File: config.mk
export PLATFORM = sky130hd
export DESIGN_NAME = alu_arbiter
export DESIGN_NICKNAME = d
export VERILOG_FILES = /design/src/rtl/alu_arbiter.sv
export SDC_FILE = /design/constraint.sdc
export NUM_CORES = 1
export LEC_CHECK = 0
export ABC_CLOCK_PERIOD_IN_PS = 1920
export CELL_PAD_IN_SITES_DETAIL_PLACEMENT = 1
export CELL_PAD_IN_SITES_GLOBAL_PLACEMENT = 1
export CORE_MARGIN = 5
export CORE_UTILIZATION = 33
export DETAILED_ROUTE_END_ITERATION = 10
export PLACE_DENSITY = 0.85
export SETUP_SLACK_MARGIN = 0.1
export SKIP_LAST_GASP = 1
export SYNTH_ARGS = -nofsm -noshare
export SYNTH_HDL_FRONTEND = slang
export SYNTH_SLANG_ARGS = --single-unit
export TNS_END_PERCENT = 10
File: constraint.sdc
create_clock -name clk -period 1.92 [get_ports clk]
set_clock_uncertainty 0.05 [all_clocks]
set_input_delay 0.48 -clock clk [delete_from_list [all_inputs] [get_ports clk]]
set_output_delay 0.48 -clock clk [all_outputs]
set_load 0.01 [all_outputs]
File: src/rtl/alu_arbiter.sv
// alu_arbiter: shares one small ALU (3-bit operands, 2-bit opcode) among
// NREQ requesters. It grants one requester, holds that requester's operands
// on the ALU for HOLD_CYC cycles, captures the ALU result and pulses done
// back to the winner.
//
// Build option: define ALU_ARB_FIXED_PRIO_EN to replace round-robin
// arbitration with fixed priority (lowest index wins). When the macro is
// undefined, arbitration is round-robin starting after the last winner.
module alu_arbiter #(
  parameter int NREQ     = 4,
  parameter int RES_W    = 16,
  parameter int HOLD_CYC = 4
) (
  input  logic                clk,
  input  logic                rst,
  input  logic [NREQ-1:0]     req,
  input  logic [3*NREQ-1:0]   reqA,
  input  logic [3*NREQ-1:0]   reqB,
  input  logic [2*NREQ-1:0]   reqOp,
  output logic [NREQ-1:0]     gnt,
  output logic [NREQ-1:0]     done,
  output logic [RES_W-1:0]    result,
  output logic                busy,
  output logic [2:0]          portA,
  output logic [2:0]          portB,
  output logic [1:0]          opcode,
  input  logic [RES_W-1:0]    aluRes
);

  localparam int IDX_W = (NREQ > 1) ? $clog2(NREQ) : 1;
  localparam int CNT_W = 16;
  localparam logic [CNT_W-1:0] HOLD_LAST = CNT_W'(HOLD_CYC - 1);
  localparam logic [IDX_W-1:0] PTR_RST   = IDX_W'(NREQ - 1);
  localparam logic [NREQ-1:0]  GNT_ONE   = NREQ'(1);

  typedef enum logic [1:0] {
    S_IDLE = 2'd0,
    S_RUN  = 2'd1,
    S_DONE = 2'd2
  } state_e;

  state_e             state_q;
  logic [NREQ-1:0]    gnt_q;
  logic [NREQ-1:0]    done_q;
  logic [RES_W-1:0]   result_q;
  logic               busy_q;
  logic [2:0]         porta_q;
  logic [2:0]         portb_q;
  logic [1:0]         opcode_q;
  logic [CNT_W-1:0]   cnt_q;
  logic [IDX_W-1:0]   ptr_q;
  logic [IDX_W-1:0]   win_q;

  logic               pick_vld_d;
  logic [IDX_W-1:0]   pick_idx_d;

  // Unpacked views of the packed per-requester operand buses.
  logic [2:0] a_arr  [NREQ];
  logic [2:0] b_arr  [NREQ];
  logic [1:0] op_arr [NREQ];

  genvar g;
  generate
    for (g = 0; g < NREQ; g++) begin : g_unpack
      assign a_arr[g]  = reqA[3*g +: 3];
      assign b_arr[g]  = reqB[3*g +: 3];
      assign op_arr[g] = reqOp[2*g +: 2];
    end
  endgenerate

  // Round-robin search: start one past the last winner, wrap modulo NREQ.
  // Returns {found, index}.
  function automatic logic [IDX_W:0] pick_rr(input logic [NREQ-1:0] r,
                                             input logic [IDX_W-1:0] ptr);
    logic             found;
    logic [IDX_W-1:0] w;
    logic [IDX_W:0]   sum;
    logic [IDX_W-1:0] idx;
    found = 1'b0;
    w     = '0;
    for (int k = 1; k <= NREQ; k++) begin
      sum   = {1'b0, ptr} + (IDX_W+1)'(k);
      sum   = (sum >= (IDX_W+1)'(NREQ)) ? (sum - (IDX_W+1)'(NREQ)) : sum;
      idx   = sum[IDX_W-1:0];
      w     = (!found && r[idx]) ? idx : w;
      found = found | r[idx];
    end
    return {found, w};
  endfunction

  // Fixed-priority search: lowest asserted index wins. Returns {found, index}.
  function automatic logic [IDX_W:0] pick_fixed(input logic [NREQ-1:0] r);
    logic             found;
    logic [IDX_W-1:0] w;
    found = 1'b0;
    w     = '0;
    for (int k = 0; k < NREQ; k++) begin
      w     = (!found && r[IDX_W'(k)]) ? IDX_W'(k) : w;
      found = found | r[IDX_W'(k)];
    end
    return {found, w};
  endfunction

  // Combinational winner selection, consumed only in IDLE.
  always_comb begin
    pick_vld_d = 1'b0;
    pick_idx_d = '0;
`ifdef ALU_ARB_FIXED_PRIO_EN
    {pick_vld_d, pick_idx_d} = pick_fixed(req);
`else
    {pick_vld_d, pick_idx_d} = pick_rr(req, ptr_q);
`endif
  end

  // Arbitration FSM with all outputs registered.
  always_ff @(posedge clk) begin
    if (rst) begin
      state_q  <= S_IDLE;
      gnt_q    <= '0;
      done_q   <= '0;
      result_q <= '0;
      busy_q   <= 1'b0;
      porta_q  <= 3'd0;
      portb_q  <= 3'd0;
      opcode_q <= 2'd0;
      cnt_q    <= '0;
      ptr_q    <= PTR_RST;
      win_q    <= '0;
    end else begin
      case (state_q)
        S_IDLE: begin
          done_q <= '0;
          if (pick_vld_d) begin
            // Operands are latched here; the requester may change them afterwards.
            win_q    <= pick_idx_d;
            gnt_q    <= GNT_ONE << pick_idx_d;
            porta_q  <= a_arr[pick_idx_d];
            portb_q  <= b_arr[pick_idx_d];
            opcode_q <= op_arr[pick_idx_d];
            cnt_q    <= '0;
            busy_q   <= 1'b1;
            state_q  <= S_RUN;
          end else begin
            busy_q  <= 1'b0;
            state_q <= S_IDLE;
          end
        end
        S_RUN: begin
          busy_q <= 1'b1;
          if (cnt_q == HOLD_LAST) begin
            // Capture even if the winner dropped req during the hold window.
            result_q <= aluRes;
            gnt_q    <= '0;
            done_q   <= gnt_q;
            ptr_q    <= win_q;
            state_q  <= S_DONE;
          end else begin
            cnt_q   <= cnt_q + CNT_W'(1);
            state_q <= S_RUN;
          end
        end
        S_DONE: begin
          // No arbitration here: the winner gets one cycle to drop req.
          done_q  <= '0;
          busy_q  <= 1'b0;
          state_q <= S_IDLE;
        end
        default: begin
          state_q <= S_IDLE;
          gnt_q   <= '0;
          done_q  <= '0;
          busy_q  <= 1'b0;
        end
      endcase
    end
  end

  assign gnt    = gnt_q;
  assign done   = done_q;
  assign result = result_q;
  assign busy   = busy_q;
  assign portA  = porta_q;
  assign portB  = portb_q;
  assign opcode = opcode_q;

endmodule

==> reports/qor.yml <==
slew_headroom_pct: 76.8
drtIter0Drc: 78
yosysSeqAreaShare_pct: 42.6
cts_root_buf: "clkbuf_8"
rr_worst_depth: 6
hold_class: "flip-flop to flip-flop"
vias: 2478
initial_utilization_pct: 33.6
hold_viol: 0
max-cap-violations: 0
ys.flop_type: "dfxtp_1"
rsz0062_at_grt: "yes"
clk_latency_ns: 0.31
io_pins: 87
crit_type: "input port to flip-flop"
ys_ff_latch: 55
cts.path.max_buffers: 2
fin_nets: 450
hpwl_mm: 6.08
status: "complete, no violations"
drcViolationCount: 0
postRouteAntennaNets: 0
core_um2: 7690
critPathCaptureType: "flip-flop"
clock_sinks: 55
grt_overflow: 0
dp_cells: 489
placed_cell_area_um2: 3690
total_power_w: 0.00225
finalSetupViolCount: 0
postCtsSetupBuffers: 0
cts.clk_slew.worst_paths_ns: 0.11
slowest_delay_ns: 0.57
cts_buffers: 5
wl_per_cell_um: 16.6
wl_mm: 8.28
r2r_setup_slack_ns: 0.16
hold-path-endpoint: "done[0]"
grt_antenna_before_repair: 0
rr_startpoint: "cnt_q[11]"
final_core_util_pct: 50.7
grt_pass1_vias: 2695
die_w_um: 98.5
worstHoldPathCells: 2
worstPathRequired_ns: 2.10
min_period_over_period_pct: 94.2
grt_start_max_net_pins: 19
cts_tree: "built"
slew_viol_final: 0
worstHoldStart: "done[0]"
layout_min_cycle_time_ns: 1.81
die_area_um2: 9710
worst_setup_path_start_kind: "input port"
fmax_mhz: 553
final_cell_count_no_fill: 498
reg2reg_to: "cnt_q[1]"
finalSetupTns_ns: 0
die_y_um: 98.5
grtUsageTotal_pct: 16.2
via_per_inst: 4.98
total_leakage_power_nw: 1.35
p_per_area_nw_per_um2: 577
portBuffers: 86
grt_first_pass_wirelength_mm: 12.9
crit_chain: "dlygate4sd2_1, or4_4, o21ai_2, a21o_1, nand3b_1, o31ai_1"
drive_above_1_share_pct: 16.2
synth_edf_count: 0
critical_path_peak_fanout: 6
syn_area_per_cell_um2: 8.89
area_growth_pct: 50.6
fill_cells: 897
fin_area_um2: 3890
insertedDiodeCount: 0
postSynthCellCount: 291
synth_warnings: 0
async_flop_share_pct: 0
worstMarginPinSlew_ns: 0.345
peakVddDrop_mv: 0.273
hold_buffers: 0
synth_cell_type_count: 50
crit_arrival_ns: 1.98
multi_input_area_um2: 1450
gp_congestion: 0.865
ff_latch_area_um2: 1100
syn_nets: 346
dr.pass1.iters: 4
crit_slowest_cell: "or4_4"
row_count: 32
cts_max_level: 2
synth_area_um2: 2590
==> area by class of cell <==
type	count	share of cell area, %
Tap cell	102	3.28
Clock inverter	3	0.643
Inverter	6	0.578
Clock buffer	5	1.77
Sequential cell	55	28.4
Timing Repair Buffer	112	28.1
Multi-Input combinational cell	215	37.3
==> Yosys cell counts (5+ instances only) <==
cell,instances,area [µm²]
a21oi_1,25,125
xnor2_1,9,78.8
nand3b_1,10,75.1
nand3_1,7,35.0
nor3_1,5,25.0
nand2_1,47,176
buf_2,5,25.0
inv_1,6,22.5
o21ai_1,7,35.0
dfxtp_1,55,1100
clkbuf_1,6,22.5
mux2i_1,17,170
nor2_1,26,97.6
==> power by group <==
group          internal, W  total [W]  switching, W
sequential         0.00117    0.00119     0.0000179
combinational     0.000234   0.000390      0.000156
clock             0.000262   0.000672      0.000410
total              0.00166    0.00225      0.000584
==> cells by family after synthesis <==
logic type	count (synthesis)	synth area share, %
adders and majority gates	1	0.484
buffers and inverters	21	4.79
and+or+nand+nor	126	25.5
DFF	55	42.6
muxes	25	10.2
xor gates and xnor gates	13	4.40
AOI/OAI and AO/OA	50	12.0
==> routing by layer <==
| metal | share of wire (%) | wire (µm) | vias up | global-route usage [%] |
|---|---|---|---|---|
| li1 | - | - | 1217 | - |
| met1 | 40 | 3290 | 1202 | 17.7 |
| met2 | 55 | 4540 | 47 | 30.3 |
| met3 | 4.0 | 334 | 12 | 4.53 |
| met4 | 1.4 | 115 | 0 | 4.41 |
| met5 | 0 | 0 | - | 0 |
==> worst max-delay path by stage <==
stage	from	end	slack, ns	depth (start not counted)
floorplan	req[1]	opcode[1]	0.11	7
global placement	req[3]	cnt_q[14]	-0.44	6
detailed placement	req[3]	cnt_q[9]	-0.54	6
CTS	req[2]	cnt_q[9]	0.07	6
global route	cnt_q[0]	cnt_q[2]	0.005	8
finish	req[2]	cnt_q[1]	0.11	6
==> sequential cells by signal, indices dropped and copies added, names as in the netlist, 3 cells and up <==
name,count
result,16
gnt,4
portB,3
done,4
portA,3
cnt_q,16
==> critical path, delay by kind of cell <==
family          cells  cell delay, ns
compound gates      3            0.55
simple gates        2            0.66
buf+inv             1            0.28
==> metrics by stage <==
step / hold WS (ns) / setup WS [ns]
after floorplan: 0.386 / 0.113
after global placement: 0.391 / -0.436
after detailed placement: 0.400 / -0.536
after CTS: 0.414 / 0.0702
after global routing: 0.429 / 0.00500
final: 0.410 / 0.112
==> what timing repair did <==
action	4_1_cts	5_1_grt
resized for setup	13	15
cloned	0	1
setup endpoints to repair	50	48
pin swaps	5	4
==> placed cells by master, fill, tap and decap left out, types with 3 or more instances in the layout <==
cell type / n
a21oi_1: 25
nand3b_1: 10
dfxtp_1: 52
dfxtp_2: 3
nand2_1: 47
nand2b_1: 3
nand3_1: 7
mux2_2: 3
nor2_1: 26
a211oi_1: 3
buf_4: 21
o21ai_1: 9
mux2_1: 4
mux2i_1: 17
xnor2_1: 9
clkbuf_8: 5
xor2_1: 4
nand4_1: 3
clkdlybuf4s50_1: 82
inv_1: 6
nor3_1: 3
(Power assumes the default switching activity.)
